<file path="config.mk">
export PLATFORM = sky130hd
export DESIGN_NAME = window_ctrl
export DESIGN_NICKNAME = d
export VERILOG_FILES = /design/src/rtl/bnn_pkg.sv /design/src/rtl/window_ctrl_raster_cnt.sv /design/src/rtl/window_ctrl.sv
export SDC_FILE = /design/constraint.sdc
export NUM_CORES = 1
export LEC_CHECK = 0
export ABC_AREA = 1
export CAP_MARGIN = 20
export CORE_MARGIN = 2
export CORE_UTILIZATION = 45
export DETAILED_ROUTE_END_ITERATION = 10
export PLACE_DENSITY_LB_ADDON = 0.05
export SETUP_SLACK_MARGIN = 0.15
export SLEW_MARGIN = 30
export SYNTH_ARGS = -nofsm -noshare
export SYNTH_HDL_FRONTEND = slang
export SYNTH_SLANG_ARGS = --single-unit
</file>
<file path="constraint.sdc">
create_clock -name clk -period 1.6 [get_ports clk]
set_input_delay 0.32 -clock clk [delete_from_list [all_inputs] [get_ports clk]]
set_output_delay 0.32 -clock clk [all_outputs]
set_load 0.01 [all_outputs]
</file>
<file path="src/rtl/bnn_pkg.sv">
// Shared constants for the binary-conv front end.
//   DW     : pixel width
//   K      : kernel size (rows and columns)
//   W0/W1  : frame width/height for layer select 0 / 1
//   S_*    : window_ctrl FSM encoding
//   LAYER_*: layer-select encodings driven onto the window's state input
package bnn_pkg;
  localparam int DW = 16;
  localparam int K  = 5;
  localparam int W0 = 28;
  localparam int W1 = 12;

  localparam logic [1:0] S_IDLE  = 2'd0;
  localparam logic [1:0] S_RUN   = 2'd1;
  localparam logic [1:0] S_FLUSH = 2'd2;
  localparam logic [1:0] S_DRAIN = 2'd3;

  localparam logic LAYER_L1 = 1'b0;  // 28x28 frame
  localparam logic LAYER_L3 = 1'b1;  // 12x12 frame
endpackage

</file>
<file path="src/rtl/window_ctrl_raster_cnt.sv">
// raster_cnt: row/column raster counter with a runtime wrap width.
//   clk, rst_n : clock, async active-low reset
//   clr        : synchronous clear to (0,0); wins over en
//   en         : advance one position in raster order
//   wrap       : frame width; col wraps at wrap-1, then row advances
//   row, col   : current position
module raster_cnt (
  input  logic       clk,
  input  logic       rst_n,
  input  logic       clr,
  input  logic       en,
  input  logic [4:0] wrap,
  output logic [4:0] row,
  output logic [4:0] col
);
  always_ff @(posedge clk or negedge rst_n) begin
    if (!rst_n) begin
      row <= '0;
      col <= '0;
    end else if (clr) begin
      row <= '0;
      col <= '0;
    end else if (en) begin
      if (col == wrap - 5'd1) begin
        col <= '0;
        row <= (row == wrap - 5'd1) ? 5'd0 : row + 5'd1;
      end else begin
        col <= col + 5'd1;
      end
    end
  end
endmodule

</file>
<file path="src/rtl/window_ctrl.sv">
// window_ctrl: sequences the 5-row line-buffer window for one frame.
//   go/cfg_layer        : frame start and size select (latched in IDLE)
//   in_valid/in_ready/in_data : raster pixel stream from the feature buffer
//   win_shift/win_din/win_state : drive the window shift register
//   col_valid/col_ready : window taps hold a full 5-row column / consumed
//   win_valid, out_row, out_col : column completes a 5x5, with output coords
//   busy, frame_done    : frame in progress / end-of-frame pulse
module window_ctrl
  import bnn_pkg::*;
(
  input  logic          clk,
  input  logic          rst_n,
  input  logic          go,
  input  logic          cfg_layer,
  input  logic          in_valid,
  input  logic [DW-1:0] in_data,
  output logic          in_ready,
  output logic          win_shift,
  output logic [DW-1:0] win_din,
  output logic          win_state,
  output logic          col_valid,
  input  logic          col_ready,
  output logic          win_valid,
  output logic [4:0]    out_row,
  output logic [4:0]    out_col,
  output logic          busy,
  output logic          frame_done
);
  logic [1:0] state;
  logic       layer;
  logic [9:0] k;
  logic [9:0] last_pix, last_push, k_live;
  logic [4:0] wd, p_row, p_col;
  logic       stall, push, tap_live, start;

  assign wd        = (layer == LAYER_L3) ? 5'(W1) : 5'(W0);
  assign last_pix  = (layer == LAYER_L3) ? 10'(W1*W1 - 1) : 10'(W0*W0 - 1);
  assign last_push = (layer == LAYER_L3) ? 10'(W1*W1 + W1 - 2) : 10'(W0*W0 + W0 - 2);
  // The newest tap sits W-1 stages into the window, so the first W-1 pushes
  // only fill the pipe and carry no column position.
  assign k_live    = 10'(wd) - 10'd1;
  assign tap_live  = (k >= k_live);

  assign start      = (state == S_IDLE) && go;
  assign stall      = col_valid && !col_ready;
  assign push       = !stall && (((state == S_RUN) && in_valid) || (state == S_FLUSH));
  assign in_ready   = (state == S_RUN) && !stall;
  assign win_shift  = push;
  assign win_din    = (state == S_RUN) ? in_data : '0;
  assign win_state  = layer;
  assign busy       = (state != S_IDLE);
  assign frame_done = (state == S_DRAIN) && (!col_valid || col_ready);

  always_ff @(posedge clk or negedge rst_n) begin
    if (!rst_n) begin
      state <= S_IDLE;
      layer <= LAYER_L1;
      k     <= '0;
    end else begin
      if (start)     k <= '0;
      else if (push) k <= k + 10'd1;
      case (state)
        S_IDLE: if (go) begin
          layer <= cfg_layer;
          state <= S_RUN;
        end
        S_RUN:   if (push && k == last_pix)  state <= S_FLUSH;
        S_FLUSH: if (push && k == last_push) state <= S_DRAIN;
        default: if (!col_valid || col_ready) state <= S_IDLE;
      endcase
    end
  end

  raster_cnt u_pos (
    .clk   (clk),
    .rst_n (rst_n),
    .clr   (start),
    .en    (push && tap_live),
    .wrap  (wd),
    .row   (p_row),
    .col   (p_col)
  );

  // Flags describe the taps after this push, so they use the position
  // before the counter advances.
  always_ff @(posedge clk or negedge rst_n) begin
    if (!rst_n) begin
      col_valid <= 1'b0;
      win_valid <= 1'b0;
      out_row   <= '0;
      out_col   <= '0;
    end else if (push && tap_live) begin
      col_valid <= (p_row >= 5'(K-1));
      win_valid <= (p_row >= 5'(K-1)) && (p_col >= 5'(K-1));
      out_row   <= p_row - 5'(K-1);
      out_col   <= p_col - 5'(K-1);
    end else if (!push && col_valid && col_ready) begin
      col_valid <= 1'b0;
      win_valid <= 1'b0;
    end
  end
endmodule
</file>
=== Word-level counts from Yosys, hierarchy flattened ===
Index checks and enable logic that the tools add are counted.

* Bits in registers: 35
* Bits of input ports: 22
* Output and inout port bits: 33
* Word-level logic and storage cells: 78

* Add/subtract/negate cells: 7
* $lt $le $gt $ge: 3
* Equal/unequal tests: 10
* Mux-type cells: 21
* Reduce and logical (&&, ||, !) cells: 28

{| class="wikitable"
|+ Operators by type and width
! operator !! count
|-
| 2-to-1 mux 10 bit || 4
|-
| 2-to-1 mux 5 bit || 8
|-
| == test 10 bit || 2
|-
| 2-to-1 mux 16 bit || 1
|-
| logical AND 1 bit || 12
|-
| adder 10 x 1 -> 10 bit (second input constant) || 1
|-
| adder 5 x 1 -> 5 bit (second input constant) || 2
|-
| == test 5 bit || 2
|-
| >= comparator 10 bit || 1
|-
| >= comparator 5 x 3 -> 1 bit (second input constant) || 2
|-
| nonzero test 2 bit || 5
|-
| subtractor 5 x 3 -> 5 bit (second input constant) || 2
|-
| 2-to-1 mux 2 bit || 4
|-
| case mux 2 bit (3 select lines) || 1
|-
| subtractor 5 x 1 -> 6 bit (second input constant) || 1
|-
| subtractor 5 x 1 -> 5 bit (second input constant) || 1
|-
| == test 2 bit (second input constant) || 2
|-
| zero test 1 bit || 4
|-
| != test 2 x 1 -> 1 bit (second input constant) || 2
|-
| AND reduction 2 bit || 2
|-
| AND reduction 4 bit || 1
|-
| nonzero test 4 bit || 1
|-
| 2-to-1 mux 1 bit || 3
|-
| == test 2 x 1 -> 1 bit (second input constant) || 1
|-
| other kinds (3) || 4
|}

=== Logic depth before layout (Yosys ltp) ===
* Word-level depth: 9
* Depth in mapped cells: 12
* Gate-level depth less buffers: 11

=== By module ===
A second synthesis with hierarchy kept.

* Cells, all modules: 354
* Area total of the unflattened synthesis: 2472.4 µm²

{| class="wikitable"
|+ Modules (own cells, without submodules)
! module !! instances !! cells each !! area an instance (µm²) !! seq. area each (µm²)
|-
| window_ctrl || 1 || 225 || 1674.1 || 625.6
|-
| raster_cnt || 1 || 129 || 798.3 || 250.2
|}

=== Least setup slack after synthesis ===
No wires, ideal clock.

* Path type: register to register
* Start: reg state[1]
* End: reg u_pos.row[1]
* Setup time: 118 ps
* Data arrival time: 1377 ps
* Data required time: 1482 ps
* Slack: 105 ps
* Cell stages (with the launch flop): 13
* Path buffers: 1
* Clock period less this slack: 1495 ps
* Cells stage by stage: dfrtp_1 -> inv_1 -> ha_1 -> buf_6 -> nand2_4 -> nand2_4 -> nand2_4 -> inv_4 -> nand2_4 -> nand2_4 -> nand2_2 -> nand2_1 -> nand2_1

* Cells in the longest elaborated chain, start to end: 7
* Elaborated cells between the ends (all ways): 12
* Those cells by class: 2 x eq/ne; 1 x mux; 9 x reduce/logical

{| class="wikitable"
|+ Ends and longest elaborated chain
! item !! RTL line !! RTL
|-
| start: declaration || window_ctrl.sv:29 || <nowiki>logic [1:0] state;</nowiki>
|-
| start signal: assignment || window_ctrl.sv:56 || <nowiki>state <= S_IDLE;</nowiki>
|-
| start signal: assignment || window_ctrl.sv:65 || <nowiki>state <= S_RUN;</nowiki>
|-
| start signal: assignment || window_ctrl.sv:67 || <nowiki>S_RUN: if (push && k == last_pix) state <= S_FLUSH;</nowiki>
|-
| == test 2 x 1 -> 1 bit || window_ctrl.sv:46 || <nowiki>assign push = !stall && (((state == S_RUN) && in_valid) || (state == S_FLUSH));</nowiki>
|-
| logical AND 1 bit || window_ctrl.sv:46 ||
|-
| logical OR 1 bit * || window_ctrl.sv:46 ||
|-
| logical AND 1 bit * || window_ctrl.sv:46 ||
|-
| named net win_shift || window_ctrl.sv:18 || <nowiki>output logic win_shift,</nowiki>
|-
| logical AND 1 bit * || window_ctrl.sv:78 || <nowiki>.en (push && tap_live),</nowiki>
|-
| nonzero test 2 bit (no source line) * || n/a ||
|-
| AND reduction 2 bit (no source line) * || n/a ||
|-
| end signal: assignment || window_ctrl_raster_cnt.sv:26 || <nowiki>row <= (row == wrap - 5'd1) ? 5'd0 : row + 5'd1;</nowiki>
|-
| end: declaration || window_ctrl_raster_cnt.sv:13 || <nowiki>output logic [4:0] row,</nowiki>
|}

Mark *: on every way through the listed nets, which the timed path passes. The rest lies on a longest branch.
A chain may end at the register's enable or synchronous reset.

=== Worst setup path in the final report ===
* Start: reg state[0]
* End: reg state[0]

* Cells in the longest elaborated chain, start to end: 7
* Elaborated cells between the ends (all ways): 14
* Those cells by class: 5 x eq/ne; 1 x mux; 8 x reduce/logical

{| class="wikitable"
|+ Ends and longest elaborated chain
! item !! RTL line
|-
| == test 2 x 1 -> 1 bit || window_ctrl.sv:46, window_ctrl.sv:62
|-
| logical AND 1 bit || window_ctrl.sv:46
|-
| logical OR 1 bit || window_ctrl.sv:46
|-
| logical AND 1 bit || window_ctrl.sv:46
|-
| logical AND 1 bit (on tied branches) || window_ctrl.sv:68, window_ctrl.sv:67
|-
| != test 2 x 1 -> 1 bit (no source line) || n/a
|-
| AND reduction 4 bit (no source line) || n/a
|}

Parallel ways exist; a longest one is shown, timed or not.

==> results.toml <==
[outcome]
outcome = "finished with violations"
failed_checks = "setup timing"

[floorplan]
dieArea_um2 = 5810
die_h_um = 76.2
initial_utilization_pct = 46.2
core_um2 = 5070
ioPinCount = 55
die_w_um = 76.2
rows = 26

[worst_setup_path]
critical_path_class = "reg -> reg"
crit-reg2reg-launch = "state[0]$_DFFE_PN0P_"
start_kind = "flip-flop"
arrival_ns = 1.92
cp_slowest_cell = "dfrtp_2"
cp.required_ns = 1.82
critical_path.cell_chain = "inv_2, buf_6, ha_4, inv_4, buf_4, nand2_1, nor2_2, a21oi_2, buf_4, nand4_1, nand2_1"
startpoint = "state[0]$_DFFE_PN0P_"
max_stage_delay_ns = 0.44
path_max_fanout = 3
cp-end-kind = "flip-flop"

[grt]
antenna_found_initial = 0
grt_overflow_total = 0
grt_max_degree = 36
grt_pass1_wl_um = 10600
grt_util_all_layers_pct = 22.3
grt_pass1_vias = 2297

[route]
wl_per_cell_um = 14.0
drcViolationCount = 0
initialDrtViolationCount = 141
drtPass1Iterations = 4
vias = 2419
viasPerCell = 4.98
ant_nets = 0
totalWireLength_um = 6800

[flow_run]
max-cap-violations = 0

[layout]
final_layout_size_suffix_gt1_share_pct = 33.7
stdcell_count = 486
syn_to_final_growth_pct = 59.8
nNetsFinal = 456
final_common_cell = "nand2_1"
final_cell_mix = "nand2_1 (70), inv_1 (41), dfrtp_1 (33), buf_4 (31)"
diodes = 0

[pwr]
power_leakage_uw = 0.00198
finalPower_uw = 5460
peakVddDrop_uv = 791
powerDensity_nw_per_um2 = 1460

[placement]
dp.cells = 459
place_congestion = 0.862
hpwl_um = 4320
port_buffers = 54

[clock_network]
cts_max_path_buffers = 2
cts_root_buf = "clkbuf_8"
clkSinkCount = 35
cts_max_level = 2
clkSlewWorstSetupHoldPaths_ns = 0.07
worst_skew_pair.late_latency_ns = 0.29
cts_tree = "done"
cts_made_buffers = 5

[sta]
rsz0062_at_grt = "yes"
setup_viol = 11
worst_slew_pin_slew_ns = 0.479
clock_skew_ns = 0.00641
fin_crit_sh_pct = 106
max_freq_mhz = 587
maxSlewHeadroom_pct = 67.9
finalHoldViolCount = 0
post-route-min-period_ns = 1.70
slew_violations = 0
setup_ws_ns = -0.103

[synthesis]
synth_fp_nets = 351
yosys_warnings = 0
synth_seq_cells = 35
syn-cell-area_um2 = 2350
ys_seq_area_share_pct = 37.3
avgSynthCellArea_um2 = 7.57
syn_inst = 310
synth.distinct_cells = 32

[hold_path]
hp-class = "in -> async"
==> worst max-delay path: cells and delay by family (launching register included) <==
family | cells | cell delay (ns)
buffers and inverters | 5 | 0.49
and+or+nand+nor | 4 | 0.36
AOI/OAI and AO/OA | 1 | 0.20
DFF | 1 | 0.44
adders and majority gates | 1 | 0.14
==> final timing paths <==
check / endpoint / slack [ns] / cells after the start
setup / recovery: state[0]$_DFFE_PN0P_ / -0.10 / 11
hold / removal: k[5]$_DFFE_PN0P_ / 0.39 / 2
setup reg to reg: state[0]$_DFFE_PN0P_ / -0.10 / 11
hold reg to reg: out_col[0]$_DFFE_PN0P_ / 0.49 / 2
max in group asynchronous: state[0]$_DFFE_PN0P_ / 1.01 / 2
min in group clk: out_col[0]$_DFFE_PN0P_ / 0.49 / 2
==> cell usage after synthesis <==
| master | count | area share (%) |
|---|---|---|
| a211oi_1 | 2 | 0.64 |
| a21oi_1 | 5 | 1.1 |
| buf_2 | 3 | 0.64 |
| buf_6 | 3 | 1.4 |
| clkbuf_1 | 2 | 0.32 |
| clkbuf_2 | 1 | 0.21 |
| clkinv_1 | 1 | 0.16 |
| dfrtp_1 | 35 | 37 |
| ha_1 | 19 | 10 |
| inv_1 | 50 | 8.0 |
| inv_2 | 1 | 0.16 |
| inv_4 | 1 | 0.27 |
| nand2_1 | 76 | 12 |
| nand2_2 | 3 | 0.80 |
| nand2_4 | 5 | 2.4 |
| nand3_1 | 23 | 4.9 |
| nand3_2 | 1 | 0.43 |
| nand3b_1 | 1 | 0.32 |
| nand4_1 | 8 | 2.1 |
| nor2_1 | 25 | 4.0 |
| nor2_2 | 1 | 0.27 |
| nor3_1 | 7 | 1.5 |
| nor3_2 | 1 | 0.43 |
| nor3_4 | 1 | 0.69 |
| o211ai_1 | 1 | 0.32 |
| o21ai_0 | 9 | 1.9 |
| o21ai_1 | 12 | 2.6 |
| o21bai_2 | 1 | 0.48 |
| o22ai_1 | 1 | 0.27 |
| o31ai_1 | 1 | 0.32 |
| xnor2_1 | 4 | 1.5 |
| xor2_1 | 6 | 2.2 |
==> area by class of cell <==
class                      instances  area, µm²
clock buffer                       6       82.6
clock inverter                     2       35.0
fill                             387       1330
inverter                          53        216
multi-input combinational        215       1460
sequential                        35        878
tap                               70       87.6
timing repair buffer             105        992
==> flip-flops by register name, indices dropped and copies added, names as in the netlist <==
name       count
col_valid      1
u_pos.row      5
out_col        5
k             10
out_row        5
win_state      1
u_pos.col      5
state          2
win_valid      1
==> power breakdown <==
part / internal [µW] / total, µW / switching, µW
sequential: 1100 / 1270 / 167
clock: 504 / 836 / 332
combinational: 1640 / 3360 / 1720
==> repair_timing <==
action / in CTS / in global routing
gates cloned: 1 / 4
gates resized for setup: 143 / 43
hold buffers: 0 / 0
pin swaps: 9 / 10
setup endpoints to repair: 68 / 57
buffers inserted: 7 / 7
==> per-layer routing <==
metal  share of wire [%]  GRT usage, %  wire [µm]
met1                  44          27.7       2990
met2                  49          38.5       3360
met3                 5.5          5.57        373
met4                 1.2          6.00         80
met5                   0             0          0
==> metrics by stage <==
stage	area (µm²)	hold slack [ns]	utilization (%)	setup WS, ns	TNS (ns)
detailed placement	3210	0.481	63.2	-0.460	-10.16
global placement	3210	0.472	63.2	-0.402	-8.82
CTS	3440	0.401	67.8	-0.0818	-0.267
floorplan	2350	0.0244	-	0.110	0
finish	3750	0.394	73.9	-0.103	-0.365
global route	3750	0.419	73.9	-0.176	-3.17
==> cell families after synthesis <==
family,synth area share (%)
flip-flops,37.3
AND/OR/NAND/NOR,30.0
buffers and inverters,11.2
XOR/XNOR,3.73
adder cells (fa/ha/maj),10.1
AO/OA/AOI/OAI,7.57
No activity file was read; power rests on OpenSTA's default activity.
